--- config.mk ---
export PLATFORM = sky130hd
export DESIGN_NAME = serial_subtractor
export DESIGN_NICKNAME = d
export VERILOG_FILES = /design/src/rtl/alu_pkg.sv /design/src/rtl/serial_subtractor_full_subtractor.sv /design/src/rtl/serial_subtractor.sv
export SDC_FILE = /design/constraint.sdc
export NUM_CORES = 1
export LEC_CHECK = 0
export CORE_MARGIN = 8
export CORE_UTILIZATION = 45
export CTS_CLUSTER_DIAMETER = 40
export DETAILED_ROUTE_END_ITERATION = 7
export GPL_TIMING_DRIVEN = 0
export PLACE_DENSITY = 0.68
export SLEW_MARGIN = 20
export SYNTH_ARGS = -nofsm -noshare
export SYNTH_HDL_FRONTEND = slang
export SYNTH_SLANG_ARGS = --single-unit
--- constraint.sdc ---
create_clock -name clk -period 1.8 [get_ports clk]
set_input_delay 0.36 -clock clk [delete_from_list [all_inputs] [get_ports clk]]
set_output_delay 0.36 -clock clk [all_outputs]
set_load 0.03 [all_outputs]
--- src/rtl/alu_pkg.sv ---
// ---------------------------------------------------------------------------
// alu_pkg
//   Definitions shared by the ALU scratch-area blocks.
//   - state_t : control states of the bit-serial arithmetic units
//               (IDLE, SHIFT, DONE), encoded in two bits.
//   - ALU_MIN_WIDTH / ALU_MAX_WIDTH : supported operand width range.
// ---------------------------------------------------------------------------
package alu_pkg;

    localparam int ALU_MIN_WIDTH = 2;
    localparam int ALU_MAX_WIDTH = 32;

    localparam logic [1:0] ST_IDLE  = 2'd0;
    localparam logic [1:0] ST_SHIFT = 2'd1;
    localparam logic [1:0] ST_DONE  = 2'd2;

    typedef enum logic [1:0] {
        IDLE  = ST_IDLE,
        SHIFT = ST_SHIFT,
        DONE  = ST_DONE
    } state_t;

endpackage

--- src/rtl/serial_subtractor_full_subtractor.sv ---
// ---------------------------------------------------------------------------
// full_subtractor
//   One-bit full subtractor cell: computes a - b - bin.
//   Ports:
//     a    in  1  minuend bit
//     b    in  1  subtrahend bit
//     bin  in  1  borrow in from the less significant bit
//     d    out 1  difference bit
//     bout out 1  borrow out to the more significant bit
//   Purely combinational.
// ---------------------------------------------------------------------------
module full_subtractor (
    input  logic a,
    input  logic b,
    input  logic bin,
    output logic d,
    output logic bout
);

    assign d    = a ^ b ^ bin;
    // Borrow when b exceeds a outright, or when a == b and a borrow arrives.
    assign bout = (~a & b) | (~(a ^ b) & bin);

endmodule

--- src/rtl/serial_subtractor.sv ---
// ---------------------------------------------------------------------------
// serial_subtractor
//   Bit-serial A - B subtractor. Operands are taken over a valid/ready
//   handshake, processed LSB-first one bit per clock through a single
//   full_subtractor cell and a borrow flop, and the result plus flags are
//   offered over a valid/ready output handshake.
//   Ports:
//     clk        in   1      rising-edge clock
//     rst        in   1      asynchronous active-high reset
//     in_valid   in   1      operands present
//     in_ready   out  1      ready for operands (IDLE only)
//     a          in   WIDTH  minuend
//     b          in   WIDTH  subtrahend
//     out_valid  out  1      result present (DONE only)
//     out_ready  in   1      consumer takes the result
//     diff       out  WIDTH  A - B modulo 2^WIDTH
//     borrow     out  1      unsigned borrow (A < B)
//     zero       out  1      diff == 0
//     ovf        out  1      signed overflow
// ---------------------------------------------------------------------------
module serial_subtractor
    import alu_pkg::*;
#(
    parameter int WIDTH = 8
) (
    input  logic             clk,
    input  logic             rst,
    input  logic             in_valid,
    output logic             in_ready,
    input  logic [WIDTH-1:0] a,
    input  logic [WIDTH-1:0] b,
    output logic             out_valid,
    input  logic             out_ready,
    output logic [WIDTH-1:0] diff,
    output logic             borrow,
    output logic             zero,
    output logic             ovf
);

    localparam int CNT_W = $clog2(WIDTH);
    localparam logic [CNT_W-1:0] CNT_LAST = CNT_W'(WIDTH - 1);
    localparam logic [CNT_W-1:0] CNT_ONE  = CNT_W'(1);

    state_t           state_q, state_d;
    logic [WIDTH-1:0] sa_q, sa_d;
    logic [WIDTH-1:0] sb_q, sb_d;
    logic [WIDTH-1:0] sd_q, sd_d;
    logic             br_q, br_d;
    logic [CNT_W-1:0] cnt_q, cnt_d;
    logic             sign_a_q, sign_a_d;
    logic             sign_b_q, sign_b_d;
    logic             zero_q, zero_d;
    logic             ovf_q, ovf_d;

    logic             d_bit;
    logic             bout_bit;

    full_subtractor u_cell (
        .a    (sa_q[0]),
        .b    (sb_q[0]),
        .bin  (br_q),
        .d    (d_bit),
        .bout (bout_bit)
    );

    always_ff @(posedge clk or posedge rst) begin
        if (rst) begin
            state_q  <= IDLE;
            sa_q     <= '0;
            sb_q     <= '0;
            sd_q     <= '0;
            br_q     <= 1'b0;
            cnt_q    <= '0;
            sign_a_q <= 1'b0;
            sign_b_q <= 1'b0;
            zero_q   <= 1'b0;
            ovf_q    <= 1'b0;
        end else begin
            state_q  <= state_d;
            sa_q     <= sa_d;
            sb_q     <= sb_d;
            sd_q     <= sd_d;
            br_q     <= br_d;
            cnt_q    <= cnt_d;
            sign_a_q <= sign_a_d;
            sign_b_q <= sign_b_d;
            zero_q   <= zero_d;
            ovf_q    <= ovf_d;
        end
    end

    always_comb begin
        state_d  = state_q;
        sa_d     = sa_q;
        sb_d     = sb_q;
        sd_d     = sd_q;
        br_d     = br_q;
        cnt_d    = cnt_q;
        sign_a_d = sign_a_q;
        sign_b_d = sign_b_q;
        zero_d   = zero_q;
        ovf_d    = ovf_q;

        unique case (state_q)
            IDLE: begin
                if (in_valid) begin
                    sa_d     = a;
                    sb_d     = b;
                    br_d     = 1'b0;
                    cnt_d    = '0;
                    sign_a_d = a[WIDTH-1];
                    sign_b_d = b[WIDTH-1];
                    zero_d   = 1'b0;
                    ovf_d    = 1'b0;
                    state_d  = SHIFT;
                end
            end
            SHIFT: begin
                sa_d = sa_q >> 1;
                sb_d = sb_q >> 1;
                sd_d = {d_bit, sd_q[WIDTH-1:1]};
                br_d = bout_bit;
                if (cnt_q == CNT_LAST) begin
                    // The bit produced now is the MSB, so the flags can be
                    // settled from the completed word and the latched signs.
                    zero_d  = (sd_d == '0);
                    ovf_d   = (sign_a_q ^ sign_b_q) & (d_bit ^ sign_a_q);
                    state_d = DONE;
                end else begin
                    cnt_d = cnt_q + CNT_ONE;
                end
            end
            DONE: begin
                if (out_ready) begin
                    state_d = IDLE;
                end
            end
            default: begin
                state_d = IDLE;
            end
        endcase
    end

    assign in_ready  = (state_q == IDLE);
    assign out_valid = (state_q == DONE);
    assign diff      = sd_q;
    assign borrow    = br_q;
    assign zero      = zero_q;
    assign ovf       = ovf_q;

endmodule

# After elaboration in Yosys (flattened, before gate mapping)
# Cells that the tools add are included.
[word_totals]
ff_bits = 34
in_bits = 20
[op_classes]
n_mux = 17
n_addsub = 1
bitwise = 10
reduce_logical = 8
n_eq_ne = 7
[op_table]
columns = ["op", "n"]
rows = [
  ["8-bit one-hot mux with 2 select lines", 2],
  ["8-bit 2-to-1 mux", 2],
  ["3-bit AND reduction", 3],
  ["8-bit zero test", 1],
  ["2-bit 2-to-1 mux", 3],
  ["3-bit 2-to-1 mux", 2],
  ["2-bit != test (second input constant)", 3],
  ["1-bit one-hot mux with 2 select lines", 3],
  ["2-bit one-hot mux with 3 select lines", 1],
  ["3-bit one-hot mux with 2 select lines", 1],
  ["2-bit AND reduction", 2],
  ["1-bit XOR", 4],
  ["3-bit by 1-bit adder with 3-bit output (second input constant)", 1],
  ["1-bit bitwise AND", 3],
  ["3-bit equality test (second input constant)", 1],
  ["1-bit 2-to-1 mux", 3],
  ["2-bit by 1-bit equality test with 1-bit output (second input constant)", 1],
  ["2-bit equality test (second input constant)", 1],
  ["2-bit zero test", 1],
  ["2-bit by 1-bit != test with 1-bit output (second input constant)", 1],
  ["1-bit inverter", 2],
  ["2-bit nonzero test", 1],
  ["1-bit bitwise OR", 1],
]

# Logic depth before layout (Yosys ltp)
[depth]
word_depth = 6
depth_mapped = 5
ltp_nobuf = 5

# Cells and area by module
# From an unflattened synthesis, not the netlist that was laid out.
[hier_totals]
cells_unflattened = 160
hier_area_um2 = 1595.3
[modules_own_cells]
columns = ["module", "area_per_inst_um2", "cells_per_inst", "instances"]
rows = [
  ["serial_subtractor", 1564.0, 156, 1],
  ["full_subtractor", 31.3, 4, 1],
]

# Worst setup path before layout
# No wires, ideal clock.
[synth_path]
path_kind = "reg-to-reg"
start = "register br_q, in the netlist borrow"
end = "register zero_q, in the netlist zero"
arrival_time_ps = 1640
stages_incl_launch_ff = 4
path_slack_ps = 85
required_ps = 1725
path_buffers = 0
cell_sequence = "dfrtp_1 > fa_1 > or4b_1 > o2bb2ai_2"
[synth_between]
elab_chain_cells = 4
[synth_lines]
columns = ["item", "line_no", "text"]
rows = [
  ["start: declaration", "serial_subtractor.sv:48", "logic br_q, br_d;"],
  ["start signal: assignment", "serial_subtractor.sv:83", "br_q <= br_d;"],
  ["1-bit XOR", "serial_subtractor_full_subtractor.sv:20", "assign d = a ^ b ^ bin;"],
  ["8-bit zero test", "serial_subtractor.sv:126", "zero_d = (sd_d == '0);"],
  ["1-bit 2-to-1 mux", "serial_subtractor.sv:123", "if (cnt_q == CNT_LAST) begin"],
  ["1-bit one-hot mux with 2 select lines", "serial_subtractor.sv:104", "unique case (state_q)"],
  ["end signal: assignment", "serial_subtractor.sv:87", "zero_q <= zero_d;"],
  ["end: declaration", "serial_subtractor.sv:52", "logic zero_q, zero_d;"],
]
# No other way between the ends. The select of a mux whose other input is x is not followed.
# A chain may end at the register's enable or synchronous reset.

# Worst setup path in the final report
[layout_path]
start = "register br_q, in the netlist borrow"
end = "output borrow"
[layout_rtl]
columns = ["item", "line_no", "text"]
rows = [
  ["end: declaration", "serial_subtractor.sv:35", "output logic borrow,"],
]
# No word-level cell between the ends.

==> flow_summary.ini <==
[yosys]
yosysUniqueCellTypes = 33
ys.flop_type = dfrtp_1
ys_warn_count = 0
synth_top_area_share = 0.513
synthTopCellsByArea = dfrtp_1 51%, mux2_2 5.4%, and3b_1 5.3%, a21oi_1 5.1%, o21ai_0 4.2%
syn-num-nets = 173
netlist_area_um2 = 1660
ys_seq_area_frac = 0.513
avgSynthCellArea_um2 = 11.1
synthCells = 150
synth_edf_count = 0
synth-seq-cells = 34
yosys.area.top_type = dfrtp_1
synth-async-reset-ratio = 1.00

[floorplanning]
initial_core_util = 0.460
core_um2 = 3610
die_y_um = 76.7
top_level_ports = 33
row_count = 22
die_area_um2 = 5880
die_w_um = 76.7

[layout]
n_antenna_cell = 0
area_growth_pct = 29.8
final_cell_mix = 32 x dfrtp_1, 30 x clkdlybuf4s50_1, 17 x a21oi_1, 14 x nand2_1, 14 x o21ai_0
final_layout_size_suffix_gt1_frac = 0.188
multi_input_area_um2 = 734
nNetsFinal = 213
layout_commonest_cell = dfrtp_1
finish.utilization = 0.597
fill_cells = 322
stdcell_count = 239
regArea_um2 = 853

[routing]
avgRoutedWirePerCell_um = 14.7
remaining_drc_errors = 0
ant_nets = 0
drtIter0Drc = 44
via_count = 1223
avgViaCountPerCell = 5.12
dr.pass1.iters = 3
totalWireLength_um = 3510

[timing]
fin_setup_tns_ns = 0
finClkSkew_ns = 0.00266
rsz0062_at_grt = no
drv_slew = 0
post-route-period-util = 0.961
fmax_mhz = 578
worst_slew_pin_slew_ns = 0.675
fin_crit_ns = 1.73
setup_viol = 0
slew_headroom = 0.549
hold_viol_final = 0

[clocking]
root_buffer = clkbuf_8
path_clk_slew_ns = 0.07
clk_latency_ns = 0.29
cts_hold_buf = 0
numCtsBuffers = 5
cts_tree = yes
cts_max_level = 2
cts.path.max_buffers = 2
cts_sinks = 34

[placement]
dpl.hpwl_um = 2650
gp_congestion = 0.766
port-buffer-count = 32
dp_cells = 230

[setup_path]
crit_slowest_cell = clkdlybuf4s50_1
max_stage_delay_ns = 0.69
setup.worst_path.start_class = flop
worstPathRequired_ns = 1.44
crit_type = flop to output port
path_cells = clkdlybuf4s50_1
worst_setup_path_end_kind = output port
crit_buf_inv = 1
crit_family = buffers and inverters
arrival_ns = 1.37
path_max_fanout = 3

[power]
p_leak_nw = 0.988
vdd_drop_max_v = 0.000660
power.total_w = 0.00377
pwr_density_cell_nw_per_um2 = 1750

[flow_run]
cap_viol_max_count = 0

[min_path]
hp-class = input port to async pin

[global_route]
grt_start_max_net_pins = 35
grt_overflow = 0
grt_pass1_wl_um = 6270
grt_pass1_vias = 1326
antenna_found_initial = 0
groute.usage.overall = 0.130

[run_status]
status = finished, final reports clean
flip-flops by register name, indices dropped and copies added, names as in the netlist:
register and cells:
diff 8, sa_q 8, sb_q 8, cnt_q 3
state_q 2, borrow 1, ovf 1, sign_a_q 1
sign_b_q 1, zero 1
cells in the mapped netlist (all sizes together), types with 4 or more instances:
cell	count
a21oi	17
a22o	4
a22oi	4
and2b	7
and3b	10
buf	6
dfrtp	34
inv	4
mux2	10
nand2	14
nor2b	4
o21ai	16
per-layer routing:
metal	global-route usage	vias to the layer above	part of all wire
li1	-	609	-
met4	0.0519	0	0.015
met2	0.206	30	0.49
met1	0.150	579	0.44
met3	0.0583	5	0.059
met5	0	-	0
where the power goes:
part | internal [W] | switching, W
clock network | 0.000407 | 0.000276
logic | 0.000866 | 0.000876
registers | 0.00110 | 0.000237
total | 0.00238 | 0.00139
timing repair:
item                                   CTS  global route
setup endpoints to repair                2             1
endpoints found under the hold margin    0             0
resized for setup                       14             0
setup buffers                            0             1
final cells by class:
type	count	share of cell area
sequential	34	0.397
multi-input combinational	103	0.341
timing repair buffer	33	0.149
clock buffer	5	0.0320
buffer	9	0.0279
tap	48	0.0279
clock inverter	3	0.0186
inverter	4	0.00698
metrics by stage:
stage | area (um2) | hold slack [ns] | worst slack, ns
after floorplan | 1660 | 0.450 | 0.0850
after global placement | 2040 | 0.462 | -0.194
after detailed placement | 2040 | 0.474 | -0.185
after CTS | 2140 | 0.488 | 0.0130
after global routing | 2150 | 0.531 | 0.00359
final | 2150 | 0.482 | 0.0695
kinds of logic (layout without fill, tap and decap cells):
logic type                 count (synthesis)  count (layout)  synth area share
buffers and inverters                     13              54            0.0438
muxes                                     10              10            0.0725
adders and majority gates                  3               3            0.0272
DFF                                       34              34             0.513
and+or+nand+nor                           43              43             0.172
AOI/OAI and AO/OA                         47              47             0.171
path summary, 6_finish.rpt:
kind / start / end / slack [ns] / cells past startpoint
hold / removal: rst / sa_q[3] / 0.48 / 2
setup / recovery: borrow / borrow / 0.07 / 1
setup reg to reg: sb_q[0] / zero / 0.10 / 3
min in group clk: sb_q[5] / sb_q[5] / 0.48 / 2
max in group asynchronous: rst / state_q[1] / 0.83 / 2
hold reg to reg: sb_q[5] / sb_q[5] / 0.48 / 2
No activity file was read; power rests on OpenSTA's default activity.
